**src/rtl/sync_fifo_param.sv**
```systemverilog
// Parametrised single-clock FIFO with occupancy count, programmable almost flags,
// overflow/underflow pulses and selectable registered or first-word-fall-through read.
module sync_fifo_param #(
    parameter int DATA_W   = 8,
    parameter int ADDR_W   = 4,
    parameter int AF_LEVEL = 2**ADDR_W - 2,
    parameter int AE_LEVEL = 2,
    parameter int FWFT     = 0
) (
    input  logic              clk,
    input  logic              rst,
    input  logic              we,
    input  logic [DATA_W-1:0] din,
    input  logic              re,
    output logic [DATA_W-1:0] dout,
    output logic              dout_valid,
    output logic              empty,
    output logic              full,
    output logic              almost_empty,
    output logic              almost_full,
    output logic [ADDR_W:0]   count,
    output logic              overflow,
    output logic              underflow
);

    localparam int DEPTH = 2**ADDR_W;

    if (AF_LEVEL < 0 || AF_LEVEL > DEPTH) begin : g_bad_af
        $error("sync_fifo_param: AF_LEVEL out of range");
    end
    if (AE_LEVEL < 0 || AE_LEVEL >= DEPTH) begin : g_bad_ae
        $error("sync_fifo_param: AE_LEVEL out of range");
    end
    if (ADDR_W < 1 || DATA_W < 1) begin : g_bad_w
        $error("sync_fifo_param: ADDR_W and DATA_W must be at least 1");
    end

    localparam logic [ADDR_W:0] AF_L = AF_LEVEL[ADDR_W:0];
    localparam logic [ADDR_W:0] AE_L = AE_LEVEL[ADDR_W:0];

    logic [DATA_W-1:0] mem [DEPTH];

    logic [ADDR_W:0] wrptr_q, wrptr_d;
    logic [ADDR_W:0] rdptr_q, rdptr_d;
    logic            overflow_q, underflow_q;
    logic            rd_ok, wr_ok;

    // Wrap bit distinguishes full from empty when the index bits match.
    assign empty = (wrptr_q == rdptr_q);
    assign full  = (wrptr_q[ADDR_W] != rdptr_q[ADDR_W]) &&
                   (wrptr_q[ADDR_W-1:0] == rdptr_q[ADDR_W-1:0]);
    assign count        = wrptr_q - rdptr_q;
    assign almost_full  = (count >= AF_L);
    assign almost_empty = (count <= AE_L);

    assign rd_ok = re && !empty;
    assign wr_ok = we && (!full || rd_ok);

    always_comb begin
        wrptr_d = wrptr_q;
        rdptr_d = rdptr_q;
        if (wr_ok) wrptr_d = wrptr_q + {{ADDR_W{1'b0}}, 1'b1};
        if (rd_ok) rdptr_d = rdptr_q + {{ADDR_W{1'b0}}, 1'b1};
    end

    always_ff @(posedge clk or negedge rst) begin
        if (!rst) begin
            wrptr_q     <= '0;
            rdptr_q     <= '0;
            overflow_q  <= 1'b0;
            underflow_q <= 1'b0;
        end else begin
            wrptr_q     <= wrptr_d;
            rdptr_q     <= rdptr_d;
            overflow_q  <= we && !wr_ok;
            underflow_q <= re && !rd_ok;
        end
    end

    assign overflow  = overflow_q;
    assign underflow = underflow_q;

    // Storage is deliberately left uninitialised by reset.
    always_ff @(posedge clk) begin
        if (wr_ok) mem[wrptr_q[ADDR_W-1:0]] <= din;
    end

    if (FWFT == 0) begin : g_reg_read
        logic [DATA_W-1:0] dout_q, dout_d;
        logic              dout_valid_q, dout_valid_d;

        always_comb begin
            dout_d       = dout_q;
            dout_valid_d = rd_ok;
            if (rd_ok) dout_d = mem[rdptr_q[ADDR_W-1:0]];
        end

        always_ff @(posedge clk or negedge rst) begin
            if (!rst) begin
                dout_q       <= '0;
                dout_valid_q <= 1'b0;
            end else begin
                dout_q       <= dout_d;
                dout_valid_q <= dout_valid_d;
            end
        end

        assign dout       = dout_q;
        assign dout_valid = dout_valid_q;
    end else begin : g_fwft_read
        // Head word is presented directly; forced to zero so an empty FIFO never shows stale data.
        assign dout       = empty ? '0 : mem[rdptr_q[ADDR_W-1:0]];
        assign dout_valid = !empty;
    end

endmodule

```
**config.mk**
```make
export PLATFORM = sky130hd
export DESIGN_NAME = sync_fifo_param
export DESIGN_NICKNAME = d
export VERILOG_FILES = /design/src/rtl/sync_fifo_param.sv
export SDC_FILE = /design/constraint.sdc
export NUM_CORES = 1
export LEC_CHECK = 0
export BUFFER_PORTS_ARGS = -buffer_cell sky130_fd_sc_hd__buf_2
export CORE_MARGIN = 8
export CORE_UTILIZATION = 55
export CTS_CLUSTER_SIZE = 20
export DETAILED_ROUTE_END_ITERATION = 10
export GPL_ROUTABILITY_DRIVEN = 0
export PLACE_DENSITY = 0.77
export REMOVE_ABC_BUFFERS = 1
export SETUP_SLACK_MARGIN = 0.4
export SYNTH_ARGS = -nofsm -noshare
export SYNTH_HDL_FRONTEND = slang
export SYNTH_SLANG_ARGS = --single-unit
```
**constraint.sdc**
```tcl
create_clock -name clk -period 3.35 [get_ports clk]
set_input_delay 0.335 -clock clk [delete_from_list [all_inputs] [get_ports clk]]
set_output_delay 0.335 -clock clk [all_outputs]
set_load 0.01 [all_outputs]
```
==> impl_metrics.json <==
{
  "grt_pass1_vias": 3486,
  "tns_ps": 0,
  "grt_max_degree": 46,
  "comb_power_share_pct": 33.9,
  "critPathBufInv": 3,
  "slew_headroom_pct": 47.9,
  "start_util_pct": 56.1,
  "postSynthCellCount": 373,
  "grt_usage_pct": 18.3,
  "synth-simple-area-share_pct": 6.14,
  "yosysMostFrequentCell": "edfxtp_1",
  "die_y_um": 121,
  "slowest_delay_ps": 420,
  "root_buffer": "clkbuf_8",
  "antenna_found_initial": 1,
  "p_int_mw": 4.49,
  "maxCapViolCount": 0,
  "worstMarginPinSlew_ps": 782,
  "synth-edff-count": 128,
  "cts_tree": "built",
  "rows": 38,
  "clkLatencyLatePin_ps": 530,
  "synthFlopType": "edfxtp_1",
  "seqPwrFrac_pct": 36.5,
  "yosys.area_share.adder_pct": 2.19,
  "dr.pass1.iters": 4,
  "hp-class": "input pin to register",
  "synthArstFlopShare_pct": 14.1,
  "cts.path.max_buffers": 2,
  "syn_avg_cell_area_sq_um": 16.2,
  "rsz0062_at_grt": "false",
  "hpwl_um": 8050,
  "place_area_sq_mm": 0.00640,
  "synth_top_area_cell": "edfxtp_1",
  "nets": 445,
  "dp_cells": 542,
  "yosysTopAreaCellShare_pct": 63.5,
  "critPathCaptureType": "output port",
  "diodes": 0,
  "finalInstanceArea_sq_mm": 0.00704,
  "nFillCells": 708,
  "first_iter_violations": 381,
  "htreeDepth": 4,
  "critPathTopFamily": "adder cells",
  "layout-drive-gt1-share_pct": 22.0,
  "fmax_mhz": 352,
  "arrival_ps": 2510,
  "grt_pass1_wl_um": 19800,
  "syn_to_final_growth_pct": 16.2,
  "p_leak_nw": 2.57,
  "dieArea_sq_mm": 0.0146,
  "yosys-top-cells-area": "edfxtp_1, dfrtp_1, mux2i_1, mux4_2, o22ai_1",
  "skew_ps": 11.4,
  "synth_cell_types": 38,
  "synth_seq_cells": 149,
  "synth_area_sq_mm": 0.00605,
  "multi_input_area_sq_mm": 0.00154,
  "peakVddDrop_mv": 0.703,
  "synth_seq_area_share_pct": 72.2,
  "ant_nets": 0,
  "crit_path_cell_trace": "inv_2, ha_1, inv_1, fa_1, a21o_1, a21oi_2, xnor2_1, a41o_1, buf_2",
  "synth_common_cells": "edfxtp_1, mux2i_1, nor2_1",
  "pwr_density_cell_mw_per_mm2": 941,
  "synth_compound_area_share_pct": 5.56,
  "die_w_um": 121,
  "r2r_setup_slack_ps": 800,
  "routed_wl_um": 12500,
  "wl_per_cell_um": 21.8,
  "cts_buffers": 17,
  "switchingPower_mw": 2.13,
  "setup_violations": 0,
  "ios": 32,
  "cp-start-kind": "register",
  "synth_top_family_by_area": "multiplexers",
  "detailroute.via_count": 3336,
  "regArea_sq_mm": 0.00437,
  "netSwitchingFraction_pct": 32.1,
  "final_cells": 576,
  "yosys_warnings": 0,
  "grt_overflow": 0,
  "final_hold_viol_count": 0,
  "path_clk_slew_ps": 60,
  "synthMuxAreaShare_pct": 9.82,
  "vias_per_cell": 5.79,
  "cp_slowest_cell": "dfrtp_1",
  "cp_max_fo": 4,
  "slew_violations": 0,
  "status": "finished, final reports clean",
  "core_sq_mm": 0.0108,
  "synth_xor_area_share_pct": 1.74,
  "post-route-period-util_pct": 84.9,
  "period_minus_slack_ps": 2840,
  "cts.sinks": 149,
  "buffer_ports.inserted": 31,
  "drc": 0,
  "path_class": "register to output port",
  "power_frac_clock_pct": 29.6,
  "required_ps": 3010
}
-- cell families (layout without fill, tap and decap cells) --
family          count (synthesis)  after routing
buf+inv                        28             91
fa+ha+maj                      10             10
xor+xnor                       12             12
simple gates                   75             75
mux                            48             48
flops                         149            149
compound gates                 51             51
-- layout make-up --
type	instances	area share [%]
flip-flops and latches	149	62.1
multi-input cells	196	21.9
clock buffers	20	6.05
repair buffers	50	4.27
clock inverters	12	2.65
well taps	140	2.49
inverters	9	0.480
-- registers in the layout, indices dropped and copies added (netlist names) --
name        flops
overflow        1
mem           128
underflow       1
rdptr_q         5
wrptr_q         5
dout_valid      1
dout            8
-- final timing paths --
| path | startpoint | to | cells after the start |
|---|---|---|---|
| max reg2reg | wrptr_q[1]$_DFFE_PN0P_ | mem[8][1]$_DFFE_PP_ | 5 |
| max | wrptr_q[0]$_DFFE_PN0P_ | almost_full | 9 |
| max in group asynchronous | rst | rdptr_q[0]$_DFFE_PN0P_ | 2 |
| min | re | underflow$_DFF_PN0_ | 3 |
| min in group asynchronous | rst | overflow$_DFF_PN0_ | 2 |
| min reg2reg | dout[1]$_DFFE_PN0P_ | dout[1]$_DFFE_PN0P_ | 2 |
-- metrics by stage --
stage,util [%],setup slack [ps],hold slack (ps),total power [mW]
after floorplan,-,-290,39.4,3.91
after global placement,59.3,987,310,4.59
after detailed placement,59.3,786,328,4.67
after CTS,65.1,440,47.6,6.64
after global routing,65.2,417,54.1,6.93
final,65.2,507,70.2,6.62
-- worst min-delay path: stages --
cell and delay, ps:
buf_2 120, inv_1 60, nor3_1 50
-- power by group through the flow --
stage / combinational (mW) / sequential (mW) / clock, mW
2_1_floorplan: 1.26 / 2.65 / 0
3_3_place_gp: 2.16 / 2.43 / 0
3_5_place_dp: 2.22 / 2.45 / 0
4_1_cts: 2.23 / 2.42 / 1.99
5_1_grt: 2.44 / 2.44 / 2.06
6_report: 2.24 / 2.42 / 1.96
-- cell usage in the layout (no fill, tap or decap), types with 3 or more instances in the layout --
cell type	instances
mux2_2	8
bufinv_16	5
nor3_1	5
buf_2	31
nand2_1	9
mux2i_1	32
nor2b_1	9
nand2b_1	3
xnor2_1	9
a31oi_1	8
buf_4	18
mux4_2	7
inv_1	8
clkinv_2	5
nor2_1	29
clkbuf_16	16
o21ai_0	3
nand4_1	5
a211oi_1	9
xor2_1	3
dfrtp_1	20
clkbuf_1	3
edfxtp_1	128
or3_1	9
o22ai_1	24
ha_1	9
-- layer usage --
metal	track usage (%)	vias up	wire, um
met5	0	-	11
met4	6.87	2	148
met1	23.2	1678	5340
met3	5.96	16	789
met2	28.9	97	6240
li1	-	1543	-
-- what timing repair did --
item | CTS | global route
gates resized for setup | 1 | 1
pin swaps | 0 | 1
hold buffers | 1 | 0
buffers inserted | 0 | 1
endpoints found under the setup margin | 1 | 2
hold endpoints to repair | 21 | 0
No activity file was read; power rests on OpenSTA's default activity.
